[src/rtl/flash_arb_pkg.sv]
`default_nettype none
// +----------------------------------------------------------------------+
// | Module : flash_arb_pkg                                               |
// | Desc   : Shared types and constants for the flash read arbiter.      |
// | Rev    : 1.0  initial release                                        |
// +----------------------------------------------------------------------+
package flash_arb_pkg;

  typedef enum logic [1:0] {
    IDLE  = 2'd0,
    ISSUE = 2'd1,
    WAIT  = 2'd2,
    RESP  = 2'd3
  } state_t;

  localparam logic PORT_VGA = 1'b0;
  localparam logic PORT_CPU = 1'b1;

  localparam int                      FLASH_DATA_W = 16;
  localparam logic [FLASH_DATA_W-1:0] ERR_DATA     = '1;

endpackage
`default_nettype wire

[src/rtl/flash_arb_pick.sv]
`default_nettype none
// +----------------------------------------------------------------------+
// | Module : flash_arb_pick                                              |
// | Desc   : Combinational winner selection between the VGA and CPU      |
// |          ports. FLASH_ARB_RR_EN selects round-robin (pointer marks   |
// |          the preferred port); otherwise VGA wins every contention.   |
// | Rev    : 1.0  initial release                                        |
// +----------------------------------------------------------------------+
module flash_arb_pick
  import flash_arb_pkg::*;
(
  input  logic req0,
  input  logic req1,
  input  logic ptr,
  output logic grant_valid,
  output logic grant_id
);

`ifdef FLASH_ARB_RR_EN
  // Contention goes to the preferred port; a lone requester always wins
  always_comb begin
    grant_valid = req0 | req1;
    if (req0 && req1) begin
      grant_id = ptr;
    end else begin
      grant_id = req1 ? PORT_CPU : PORT_VGA;
    end
  end
`else
  // The pointer has no meaning under fixed priority
  logic unused_ptr;
  assign unused_ptr = ptr;

  // VGA always wins contention; CPU only when it asks alone
  always_comb begin
    grant_valid = req0 | req1;
    grant_id    = (req1 && !req0) ? PORT_CPU : PORT_VGA;
  end
`endif

endmodule
`default_nettype wire

[src/rtl/flash_arbiter.sv]
`default_nettype none
// +----------------------------------------------------------------------+
// | Module : flash_arbiter                                               |
// | Desc   : Shares the single-port flash read engine between the VGA    |
// |          fetch port (0) and the CPU/boot port (1). One read per      |
// |          grant, level request/done handshake to the engine, one-     |
// |          cycle ack back to the winner, timeout-bounded accesses.     |
// |          Define FLASH_ARB_RR_EN for round-robin arbitration;         |
// |          default build is fixed priority (VGA first).                |
// | Rev    : 1.0  initial release                                        |
// +----------------------------------------------------------------------+
module flash_arbiter
  import flash_arb_pkg::*;
#(
  parameter int ADDR_W      = 23,
  parameter int DATA_W      = 16,
  parameter int TIMEOUT_CYC = 64
) (
  input  logic              clk,
  input  logic              rst,
  input  logic              req0,
  input  logic [ADDR_W-1:0] addr0,
  output logic              ack0,
  input  logic              req1,
  input  logic [ADDR_W-1:0] addr1,
  output logic              ack1,
  output logic [DATA_W-1:0] rdata,
  output logic              rerr,
  output logic              fl_re,
  output logic [ADDR_W-1:0] fl_addr,
  input  logic [DATA_W-1:0] fl_data,
  input  logic              fl_done
);

  localparam int               CNT_W    = $clog2(TIMEOUT_CYC);
  localparam logic [CNT_W-1:0] CNT_LAST = CNT_W'(TIMEOUT_CYC - 1);

  state_t            state;
  logic              grant_id;
  logic [ADDR_W-1:0] lat_addr;
  logic [CNT_W-1:0]  count;

  logic              pick_valid;
  logic              pick_id;
  logic              rr_ptr;

  flash_arb_pick u_pick (
    .req0        (req0),
    .req1        (req1),
    .ptr         (rr_ptr),
    .grant_valid (pick_valid),
    .grant_id    (pick_id)
  );

`ifdef FLASH_ARB_RR_EN
  logic rr_ptr_q;

  // After every grant the preference flips to the port that just lost
  always_ff @(posedge clk) begin
    if (rst) begin
      rr_ptr_q <= PORT_VGA;
    end else if (state == IDLE && pick_valid) begin
      rr_ptr_q <= ~pick_id;
    end
  end

  assign rr_ptr = rr_ptr_q;
`else
  assign rr_ptr = PORT_VGA;
`endif

  // Access sequencer: grant, issue to engine, wait with timeout, respond
  always_ff @(posedge clk) begin
    if (rst) begin
      state    <= IDLE;
      ack0     <= 1'b0;
      ack1     <= 1'b0;
      rerr     <= 1'b0;
      fl_re    <= 1'b0;
      rdata    <= '0;
      fl_addr  <= '0;
      grant_id <= PORT_VGA;
      lat_addr <= '0;
      count    <= '0;
    end else begin
      // acks are single-cycle: only the WAIT exit raises them
      ack0 <= 1'b0;
      ack1 <= 1'b0;
      case (state)
        IDLE: begin
          if (pick_valid) begin
            grant_id <= pick_id;
            lat_addr <= (pick_id == PORT_CPU) ? addr1 : addr0;
            state    <= ISSUE;
          end
        end
        ISSUE: begin
          fl_re   <= 1'b1;
          fl_addr <= lat_addr;
          count   <= '0;
          state   <= WAIT;
        end
        WAIT: begin
          // a done arriving on the last allowed cycle still counts as data
          if (fl_done) begin
            rdata <= fl_data;
            rerr  <= 1'b0;
            fl_re <= 1'b0;
            ack0  <= (grant_id == PORT_VGA);
            ack1  <= (grant_id == PORT_CPU);
            state <= RESP;
          end else if (count == CNT_LAST) begin
            rdata <= {DATA_W{1'b1}};
            rerr  <= 1'b1;
            fl_re <= 1'b0;
            ack0  <= (grant_id == PORT_VGA);
            ack1  <= (grant_id == PORT_CPU);
            state <= RESP;
          end else begin
            count <= count + CNT_W'(1);
          end
        end
        RESP: begin
          state <= IDLE;
        end
        default: begin
          state <= IDLE;
        end
      endcase
    end
  end

endmodule
`default_nettype wire
[config.mk]
export PLATFORM = sky130hd
export DESIGN_NAME = flash_arbiter
export DESIGN_NICKNAME = d
export VERILOG_FILES = /design/src/rtl/flash_arb_pkg.sv /design/src/rtl/flash_arb_pick.sv /design/src/rtl/flash_arbiter.sv
export SDC_FILE = /design/constraint.sdc
export NUM_CORES = 1
export LEC_CHECK = 0
export ABC_CLOCK_PERIOD_IN_PS = 4900
export CORE_MARGIN = 3
export CORE_UTILIZATION = 38
export CTS_CLUSTER_SIZE = 40
export DETAILED_ROUTE_END_ITERATION = 8
export DONT_BUFFER_PORTS = 1
export PLACE_DENSITY_LB_ADDON = 0.12
export REMOVE_ABC_BUFFERS = 1
export SYNTH_ARGS = -nofsm -noshare
export SYNTH_HDL_FRONTEND = slang
export SYNTH_SLANG_ARGS = --single-unit
[constraint.sdc]
create_clock -name clk -period 4.9 [get_ports clk]
set_clock_uncertainty 0.05 [all_clocks]
set_input_delay 0.98 -clock clk [delete_from_list [all_inputs] [get_ports clk]]
set_output_delay 0.98 -clock clk [all_outputs]
set_load 0.02 [all_outputs]
# After elaboration in Yosys (flattened, before gate mapping)
# Cells that the tools add are included.
[op_classes]
add_sub_neg = 1
multipliers = 0
div_mod_pow = 0
magnitude_cmp = 0
n_eq_ne = 8
shift = 0
n_mux = 20
bitwise = 3
reduce_logical = 11
[op_table]
columns = ["operator", "count"]
rows = [
  ["$mux W16", 2],
  ["$mux W23", 1],
  ["$mux W6", 2],
  ["$pmux W6 S2", 1],
  ["$mux W1", 9],
  ["$pmux W2 S4", 1],
  ["$reduce_and A2 Y1", 4],
  ["$add A6 B1 Y6 const B", 1],
  ["$eq A6 B6 Y1 const B", 1],
  ["$mux W2", 3],
  ["$ne A2 B2 Y1 const B", 3],
  ["$eq A2 B2 Y1 const B", 2],
  ["$reduce_bool A2 Y1", 2],
  ["$ne A3 B3 Y1 const B", 1],
  ["$reduce_and A3 Y1", 1],
  ["$eq A2 B1 Y1 const B", 1],
  ["$logic_not A2 Y1", 1],
  ["$not A1 Y1", 2],
  ["$pmux W1 S2", 1],
  ["$reduce_or A2 Y1", 1],
  ["$logic_and A1 B1 Y1", 1],
  ["$logic_not A1 Y1", 1],
  ["$or A1 B1 Y1", 1],
]
[totals]
ff_bits = 75
latch_bits = 0
ram_bits = 0
romBits = 0
input_bits = 67
output_inout_bits = 43
word_cells = 53
memories = 0

# Logic depth before layout (Yosys ltp)
# Gate-level depths: netlist (run 1).
[depth]
depth_word = 4
ltp_mapped = 7
depth_no_buf = 6

# Hierarchy
# A second synthesis (run 1) with hierarchy kept.
[hier_totals]
cells_unflattened = 326
area_unflattened_um2 = 3109.2
[modules_own_cells]
columns = ["mod", "instances", "cells_per_inst", "area_each_um2", "seq_area_each_um2"]
rows = [
  ["flash_arbiter", 1, 324, 3096.7, 1501.4],
  ["flash_arb_pick", 1, 2, 12.5, 0.0],
]

# Worst setup path after synthesis (run 1)
# No wires, ideal clock.
[synth_path]
kind = "input -> register"
from = "input fl_done"
to = "register count[3]"
setup_ps = 74
arrival_ps = 1754
t_required_ps = 4776
path_slack_ps = 3021
cell_stages = 3
path_buffers = 0
cell_sequence = "nand3b_4 > or4_1 > a31oi_1"
[synth_via]
elab_chain_len = 2
[synth_lines]
columns = ["element", "line", "source"]
rows = [
  ["from (decl)", "flash_arbiter.sv:32", "input logic fl_done"],
  ["$ne A2 B2 Y1 (no source line)", "-", ""],
  ["$reduce_and A3 Y1 (no source line)", "-", ""],
  ["to (signal assigned)", "flash_arbiter.sv:120", "count <= count + CNT_W'(1);"],
  ["to (decl)", "flash_arbiter.sv:41", "logic [CNT_W-1:0] count;"],
]
# Every way passes these cells.
# A chain may end at the register's enable or synchronous reset.

# Worst setup path after layout (run 1)
[layout_path]
from = "register state[1]"
to = "register lat_addr[4]"
[layout_via]
elab_chain_len = 2
[layout_lines]
columns = ["element", "line", "source"]
rows = [
  ["from (decl)", "flash_arbiter.sv:38", "state_t state;"],
  ["from (signal assigned)", "flash_arbiter.sv:75", "state <= IDLE;"],
  ["from (signal assigned)", "flash_arbiter.sv:94", "state <= ISSUE;"],
  ["from (signal assigned)", "flash_arbiter.sv:101", "state <= WAIT;"],
  ["$logic_not A2 Y1", "flash_arbiter.sv:89", "case (state)"],
  ["$reduce_and A2 Y1 (no source line)", "-", ""],
  ["to (signal assigned)", "flash_arbiter.sv:93", "lat_addr <= (pick_id == PORT_CPU) ? addr1 : addr0;"],
  ["to (decl)", "flash_arbiter.sv:40", "logic [ADDR_W-1:0] lat_addr;"],
]
# Every way passes these cells.

==> out/metrics.csv, run 1 <==
metric,value,unit
Worst setup EP type,flop,
Setup Crit Path Kind,flop to flop,
Final period util,39.4,%
Post-CTS Setup Bufs,0,
PwrDens,586,nW/um^2
CTS Hold Bufs,0,
"commonest non-fill, non-tap cell in the layout",dfxtp_1,
Tmin final,1.93,ns
Syn Inst Count,290,
Post-route DRC,0,
Leakage,1.37,nW
vias after detailed routing,2082,
core area,7770,sq um
worst-skew pair later-pin latency,0.34,ns
Max clock buf depth,2,
worst-margin pin slew,0.961,ns
fin nets,351,
post-DP HPWL,4.14,mm
Synth cell types,41,
H-tree depth,3,
synthesized area per cell,10.5,sq um
area share of the largest cell type after synthesis,49.3,%
Max IR drop VDD,239,uV
gr usage total,13.7,%
# IOs,110,
Cell Rows,32,
final hold vios,0,
total power,1.94,mW
IO buf count,0,
Max-cap violations,0,
largest cells by area after synthesis,"dfxtp_1, mux2i_1, a211oi_1, nor2_1, o221a_2",
Worst-path clk slew,0.07,ns
M1 GR Usage,16.2,%
largest net degree at the start of global routing,57,
"commonest cells after routing, fill and taps aside","dfxtp_1, nor2_1, mux2i_1, a211oi_1, o221a_2",
area grow syn2layout,8.46,%
final setup violating endpoints,0,
die area,9130,sq um
first-pass GRT wire length,9.54,mm
wire length per cell,16.2,microns
Yosys reg bits,75,
met2 Use GR,21.0,%
CTS Sinks,75,
Inserted Diodes,0,
Rel. slew slack,35.8,%
die span in y,95.5,microns
initial core utilization,39.2,%
Die X,95.5,microns
worst-path fanout max,46,
DR iter-0 viols,54,
global routing met3 resource utilization,6.71,%
RSZ-0062 raised after global routing,false,
Post-Route WL,6.25,mm
CP Launch Type,flop,
Final Core Density,42.5,%
total gr overflow,0,
post-DR vias/cell,5.41,
post-cts gate resize count,0,
Sum Neg Setup Slack,0,ns
layer with the highest usage,met2,
initial antenna violation count,0,
fmax,0.518,GHz
CP Data Required Time,5.10,ns
Final Slew Violations,0,
total CTS buffers,9,
Worst Hold Class,flop to flop,
clk root buf,clkbuf_8,
Yosys warnings,0,
layout cells sized above 1,14.8,%
Synth area leader,dfxtp_1,
post-route ant nets,0,
vias in the first global route,1924,
data arrival time of the critical path,2.13,ns
sequential area share after synthesis,49.3,%
Netlist Area Pre-Place,3050,sq um
Final GP Congestion,0.801,
status,completed,
DRT Pass-1 Iters,4,
TritonCTS clock tree,yes,
registers in the layout (all words and copies together), names as in the netlist:
name / flops
rerr: 1
ack1: 1
grant_id: 1
ack0: 1
fl_addr: 23
state: 2
count: 6
lat_addr: 23
fl_re: 1
rdata: 16
Yosys cell counts:
| library cell | instances |
|---|---|
| clkbuf_1 | 8 |
| a211oi_1 | 26 |
| a21oi_4 | 1 |
| and3_2 | 1 |
| nor2_1 | 48 |
| nor2b_1 | 2 |
| nor2_8 | 1 |
| dfxtp_1 | 75 |
| or3b_1 | 1 |
| mux2i_1 | 47 |
| buf_6 | 1 |
| or2b_1 | 1 |
| buf_4 | 2 |
| inv_1 | 4 |
| and3_1 | 1 |
| inv_2 | 1 |
| nor4b_1 | 1 |
| buf_1 | 3 |
| o221a_2 | 16 |
| ha_1 | 5 |
| nand3b_4 | 1 |
| or4_1 | 2 |
| nand2_1 | 5 |
| o21ai_0 | 5 |
| o211ai_1 | 1 |
| a31o_2 | 3 |
| nor3_1 | 1 |
| a21oi_1 | 3 |
| clkbuf_2 | 1 |
| and2_1 | 2 |
| o311a_1 | 1 |
| nand2b_1 | 2 |
| a31oi_1 | 2 |
| o211a_1 | 1 |
| buf_2 | 8 |
| o311ai_0 | 1 |
| a41oi_1 | 1 |
| a21o_1 | 1 |
| nor4_1 | 2 |
| o21ai_1 | 1 |
| nand3_1 | 1 |
cell families after synthesis:
| group | Yosys count | synth area share (%) |
|---|---|---|
| buf+inv | 28 | 4.31 |
| flops | 75 | 49.3 |
| fa+ha+maj | 5 | 2.05 |
| simple gates | 72 | 11.6 |
| mux | 47 | 15.4 |
| compound gates | 63 | 17.3 |
layout make-up:
cell class,instances,area [sq um]
fillers,748,4460
flip-flops and latches,75,1500
multi-input cells,187,1420
clock buffers,11,151
well taps,102,128
clock inverters,4,73.8
inverters,5,18.8
repair buffers,1,7.51
routing by layer:
layer | part of all wire [%] | up-vias
li1 | - | 1036
met1 | 43 | 943
met2 | 44 | 92
met3 | 11 | 11
met4 | 1.5 | 0
met5 | 0 | -
worst paths after layout:
check	startpoint	end	slack [ns]	cells past startpoint
worst min-delay path	lat_addr[1]	lat_addr[1]	0.45	2
worst min register to register	lat_addr[1]	lat_addr[1]	0.45	2
worst max-delay path	state[1]	lat_addr[4]	2.97	5
worst max register to register	state[1]	lat_addr[4]	2.97	5
report_power, final:
group	total [mW]	internal, mW	leakage [nW]	switching [mW]
Sequential	0.946	0.767	0.613	0.179
Combinational	0.462	0.207	0.637	0.255
Clock	0.528	0.312	0.115	0.216
worst max-delay path, stage by stage (launching register included):
cell      delay [ns]
dfxtp_1         0.33
inv_1           0.11
ha_1            0.22
nor2b_4         0.80
nor2_1          0.08
a211oi_1        0.23
metrics by stage:
stage	instances	setup WS, ns	hold slack [ns]	area, sq um
after floorplan	267	1.94	0.362	2930
after global placement	370	2.66	0.424	3080
after detailed placement	370	2.63	0.433	3080
after CTS	385	2.96	0.447	3300
after global routing	385	2.73	0.464	3300
final	385	2.97	0.445	3300
(Power assumes the default switching activity.)
==> run 2, diff against run 1 <==
--- a/config.mk
+++ b/config.mk
@@ -5,7 +5,7 @@
 export SDC_FILE = /design/constraint.sdc
 export NUM_CORES = 1
 export LEC_CHECK = 0
-export ABC_CLOCK_PERIOD_IN_PS = 4900
+export ABC_CLOCK_PERIOD_IN_PS = 1600
 export CORE_MARGIN = 3
 export CORE_UTILIZATION = 38
 export CTS_CLUSTER_SIZE = 40
==> constraint.sdc (replaced) <==
create_clock -name clk -period 1.6 [get_ports clk]
set_clock_uncertainty 0.05 [all_clocks]
set_input_delay 0.32 -clock clk [delete_from_list [all_inputs] [get_ports clk]]
set_output_delay 0.32 -clock clk [all_outputs]
set_load 0.02 [all_outputs]
==> run 2 against run 1 <==
Compared with the run above:
- clock power grew to 2.7 times the previous value
- worst hold slack worse by 0.42 ns
- critical path depth is 1 higher
- largest cell class unchanged
- highest routed layer unchanged
==> out/metrics.csv, run 2 (synthesis gave the netlist of run 1 again) <==
metric,value,unit,change
initial core utilization,39.2,%,unchanged
# IOs,110,,unchanged
hold slack,0.0266,ns,was 0.445 ns
IO buf count,0,,unchanged
data arrival time of the critical path,1.72,ns,was 2.13 ns
CP Launch Point,state[0],,was state[1]
RSZ-0062 raised after global routing,false,,unchanged
Sum Neg Setup Slack,0,ns,unchanged
Post-Route WL,6.58,mm,was 6.25 mm
gr usage total,13.9,%,was 13.7%
critical path depth,6,,was 5
first-pass GRT wire length,9.80,mm,was 9.54 mm
setup ws final,0.0835,ns,was 2.97 ns
Cell Rows,32,,unchanged
Worst Path Buf+Inv,3,,was 1
Setup Crit Path Kind,flop to flop,,unchanged
reg2reg end,lat_addr[18],,was lat_addr[4]
Worst-path clk slew,0.08,ns,was 0.07 ns
Rel. slew slack,77.7,%,was 35.8%
Max-cap violations,0,,unchanged
worst-margin pin slew,0.331,ns,was 0.961 ns
Post-Layout Cell Count,399,,was 385
vias after detailed routing,2139,,"was 2,082"
Max clock buf depth,2,,unchanged
DRT Pass-1 Iters,4,,unchanged
vias in the first global route,1920,,"was 1,924"
wire length per cell,16.5,microns,was 16.2 microns
post-route ant nets,0,,unchanged
worst-skew pair later-pin latency,0.33,ns,was 0.34 ns
crit-path leading delay family,buffers and inverters,,was simple AND/OR/NAND/NOR gates
dpl cell area,3190,sq um,was 3080 sq um
CP Data Required Time,1.80,ns,was 5.10 ns
biggest regs,"fl_addr x23, lat_addr x23, rdata x16",,unchanged
initial antenna violation count,0,,unchanged
"commonest cells after routing, fill and taps aside","dfxtp_1, nor2_1, mux2i_1, a211oi_1, o221a_2",,unchanged
fin nets,364,,was 351
"Slowest-stage cell, CP",dfxtp_1,,was nor2b_4
total gr overflow,0,,unchanged
design area,3480,sq um,was 3300 sq um
Die X,95.5,microns,unchanged
Final GP Congestion,0.753,,was 0.801
final setup violating endpoints,0,,unchanged
Final period util,94.8,%,was 39.4%
Critical Path Sink,lat_addr[18],,was lat_addr[4]
total CTS buffers,9,,unchanged
fmax,0.659,GHz,was 0.518 GHz
area grow syn2layout,14.1,%,was 8.46%
Final Slew Violations,0,,unchanged
post-DP HPWL,4.12,mm,was 4.14 mm
CTS Sinks,75,,unchanged
total power,6.08,mW,was 1.94 mW
CP Launch Type,flop,,unchanged
Leakage,1.44,nW,was 1.37 nW
status,completed,,unchanged
Inserted Diodes,0,,unchanged
layout cells sized above 1,21.5,%,was 14.8%
total placed cells including tap cells,380,,was 370
worst reg-to-reg setup slack,0.08,ns,was 2.97 ns
TritonCTS clock tree,yes,,unchanged
"commonest non-fill, non-tap cell in the layout",dfxtp_1,,unchanged
core area,7770,sq um,unchanged
DR iter-0 viols,103,,was 54
worst r2r src,state[0],,was state[1]
crit path cell chain,inv_1 -> ha_1 -> nor2b_4 -> buf_4 -> clkbuf_16 -> a211oi_1,,was inv_1 -> ha_1 -> nor2b_4 -> nor2_1 -> a211oi_1
final hold vios,0,,unchanged
Worst Hold Class,primary input to flop,,was flop to flop
worst-path fanout max,23,,was 46
Slowest Stage Delay on Critical Path,0.34,ns,was 0.80 ns
Place WS,0.00976,ns,was 2.63 ns
Post-route DRC,0,,unchanged
die span in y,95.5,microns,unchanged
Max IR drop VDD,723,uV,was 239 uV
Tmin final,1.52,ns,was 1.93 ns
largest net degree at the start of global routing,54,,was 57
die area,9130,sq um,unchanged
PwrDens,1750,nW/um^2,was 586 nW/um^2
post-DR vias/cell,5.36,,was 5.41
Final Core Density,44.8,%,was 42.5%
clk root buf,clkbuf_8,,unchanged
Worst setup EP type,flop,,unchanged
H-tree depth,3,,unchanged
reg2reg path depth,6,,was 5
-- run 2: worst register-to-register path, cell delays in order (launching register included) --
cell and delay [ns]:
dfxtp_1 0.34, inv_1 0.09, ha_1 0.24, nor2b_4 0.15, buf_4 0.15, clkbuf_16 0.19, a211oi_1 0.23
-- run 2: worst min path at each step --
stage,start,to,depth (start not counted)
after floorplan,rst,fl_re,1
after global placement,rst,fl_addr[7],1
after detailed placement,rst,lat_addr[7],1
after CTS,req0,grant_id,1
after global routing,req0,grant_id,1
final,req0,grant_id,1
-- run 2: final cells by class --
type                    count  area, sq um
multi-input cells         187         1450
clock inverters             6         63.8
inverters                   5         18.8
flip-flops and latches     75         1500
repair buffers             14          173
fillers                   745         4290
clock buffers              10          138
well taps                 102          128
-- run 2: timing repair --
| item | in CTS | in global routing |
|---|---|---|
| gates resized for setup | 0 | 9 |
| hold buffers | 1 | 0 |
| gates cloned | 0 | 1 |
| endpoints found under the setup margin | 2 | 27 |
| hold endpoints to repair | 53 | 0 |
| buffers inserted | 0 | 1 |
| pin swaps | 1 | 4 |
-- run 2: layer usage --
metal | GRT usage, % | routed length [microns] | up-vias
li1 | - | - | 1065
met1 | 18.7 | 3060 | 979
met2 | 18.9 | 2680 | 87
met3 | 6.08 | 741 | 8
met4 | 6.75 | 94 | 0
met5 | 0 | 0 | -
-- run 2: power breakdown --
| group | internal (mW) | switching, mW |
|---|---|---|
| Combinational | 0.839 | 0.899 |
| Clock | 0.763 | 0.691 |
| Sequential | 2.35 | 0.545 |
==> run 3, diff against run 2 <==
--- a/config.mk
+++ b/config.mk
@@ -8,6 +8,7 @@
 export ABC_CLOCK_PERIOD_IN_PS = 1600
 export CORE_MARGIN = 3
 export CORE_UTILIZATION = 38
+export CTS_BUF_LIST = sky130_fd_sc_hd__clkbuf_16
 export CTS_CLUSTER_SIZE = 40
 export DETAILED_ROUTE_END_ITERATION = 8
 export DONT_BUFFER_PORTS = 1
==> run 3 against run 2 <==
Compared with the run above:
- first-iteration DRC count fell by 2.9%
- sequential power about the same
- sequential share of layout area fell by 1.2 points
- non-clock buffer count increased by 1
- final cell count rose by 0.25%
- register-to-register slack about the same
- cell area increased by 2.8%
- clock power rose by 36%
- critical endpoint is now rdata[12]
- largest cell class unchanged
- largest power group unchanged
==> out/metrics.csv, run 3 (synthesis gave the netlist of run 1 again) <==
metric,value,unit,change
initial core utilization,39.2,%,unchanged
setup ws final,0.0805,ns,was 0.0835 ns
IO buf count,0,,unchanged
total CTS buffers,9,,unchanged
vias in the first global route,1948,,"was 1,920"
Post-Layout Cell Count,400,,was 399
Worst-path clk slew,0.06,ns,was 0.08 ns
Die X,95.5,microns,unchanged
data arrival time of the critical path,1.69,ns,was 1.72 ns
CP Data Required Time,1.77,ns,was 1.80 ns
gr usage total,14.1,%,was 13.9%
fin nets,365,,was 364
Inserted Diodes,0,,unchanged
area grow syn2layout,17.4,%,was 14.1%
Worst Hold Class,primary input to flop,,unchanged
biggest regs,"fl_addr x23, lat_addr x23, rdata x16",,unchanged
TritonCTS clock tree,yes,,unchanged
final setup violating endpoints,0,,unchanged
fmax,0.658,GHz,was 0.659 GHz
Worst setup EP type,flop,,unchanged
Worst Path Buf+Inv,0,,was 3
post-DR vias/cell,5.37,,was 5.36
Leakage,1.48,nW,was 1.44 nW
largest net degree at the start of global routing,47,,was 54
worst-skew pair later-pin latency,0.33,ns,about the same
Place WS,0.00976,ns,unchanged
CP Launch Type,flop,,unchanged
Max-cap violations,0,,unchanged
Fillers,726,,was 745
Max clock buf depth,2,,unchanged
die area,9130,sq um,unchanged
Setup Crit Path Kind,flop to flop,,unchanged
H-tree depth,3,,unchanged
final hold vios,0,,unchanged
Slowest Stage Delay on Critical Path,0.32,ns,was 0.34 ns
RSZ-0062 raised after global routing,false,,unchanged
CTS Sinks,75,,unchanged
crit path cell chain,ha_1 -> and2_4 -> a21oi_4 -> nor2_8 -> o221a_2,,was inv_1 -> ha_1 -> nor2b_4 -> buf_4 -> clkbuf_16 -> a211oi_1
initial antenna violation count,0,,unchanged
Final Slew Violations,0,,unchanged
PwrDens,1840,nW/um^2,was 1750 nW/um^2
Post-route DRC,0,,unchanged
Rel. slew slack,66.4,%,was 77.7%
"Slowest-stage cell, CP",dfxtp_1,,unchanged
total gr overflow,0,,unchanged
total placed cells including tap cells,380,,unchanged
"commonest cells after routing, fill and taps aside","dfxtp_1, nor2_1, mux2i_1, a211oi_1, o221a_2",,unchanged
FF+latch area,1500,sq um,unchanged
Final GP Congestion,0.753,,unchanged
layout cells sized above 1,21.1,%,was 21.5%
DRT Pass-1 Iters,4,,unchanged
Max IR drop VDD,596,uV,was 723 uV
# IOs,110,,unchanged
post-DP HPWL,4.12,mm,unchanged
status,completed,,unchanged
"commonest non-fill, non-tap cell in the layout",dfxtp_1,,unchanged
die span in y,95.5,microns,unchanged
first-pass GRT wire length,9.87,mm,was 9.80 mm
Final period util,95.0,%,was 94.8%
worst reg-to-reg setup slack,0.08,ns,about the same
Post-Route WL,6.67,mm,was 6.58 mm
core area,7770,sq um,unchanged
area of the multi-input gates,1460,sq um,was 1450 sq um
DR iter-0 viols,100,,was 103
crit-path leading delay family,compound AO/OA/AOI/OAI gates,,was buffers and inverters
clk root buf,clkbuf_16,,was clkbuf_8
vias after detailed routing,2147,,"was 2,139"
Tmin final,1.52,ns,about the same
Cell Rows,32,,unchanged
worst-margin pin slew,0.502,ns,was 0.331 ns
post-route ant nets,0,,unchanged
wire length per cell,16.7,microns,was 16.5 microns
worst-path fanout max,18,,was 23
run 3: cell count changes in the layout (fill, tap and decap cells not counted), sizes merged:
cell / change
buf: -1
clkbuf: -1
clkinv: +1
dlygate4sd3: +2
run 3: routing by layer:
metal / up-vias / wire (microns) / GRT usage (%)
li1: 1066 / - / -
met1: 980 / 2940 / 18.0
met2: 93 / 2810 / 19.2
met3: 8 / 826 / 7.50
met4: 0 / 98 / 6.75
met5: - / 0 / 0
run 3: report_power, final:
group / switching (mW) / internal, mW / total [mW]
Sequential: 0.545 / 2.35 / 2.90
Clock: 0.767 / 1.20 / 1.97
Combinational: 0.890 / 0.842 / 1.73
run 3: timing repair:
action / CTS / global route
endpoints found under the hold margin: 13 / 5
hold buffers: 1 / 1
gates resized for setup: 0 / 10
setup buffers: 0 / 1
setup endpoints to repair: 0 / 28
run 3: metrics by stage:
| stage | area [sq um] | util [%] | power, mW | TNS, ns | hold WS (ns) |
|---|---|---|---|---|---|
| floorplan | 2930 | - | 4.05 | -25.14 | 0.339 |
| global placement | 3190 | 41.1 | 4.50 | 0 | 0.347 |
| detailed placement | 3190 | 41.1 | 4.54 | 0 | 0.349 |
| CTS | 3490 | 45.0 | 6.54 | 0 | 0.00370 |
| global route | 3580 | 46.0 | 7.03 | 0 | 0.00419 |
| finish | 3580 | 46.0 | 6.60 | 0 | 0.0219 |
run 3: path summary, 6_finish.rpt:
check,to,from,cells past startpoint
max,rdata[12],count[0],5
min reg2reg,state[1],state[1],2
max reg2reg,rdata[12],count[0],5
min,lat_addr[3],rst,1
run 3: area by class of cell:
cell class / count / area share, %
sequential: 75 / 42.0
clock inverter: 7 / 1.89
tap: 102 / 3.57
inverter: 5 / 0.525
multi-input combinational: 187 / 40.9
timing repair buffer: 15 / 4.83
clock buffer: 9 / 6.30
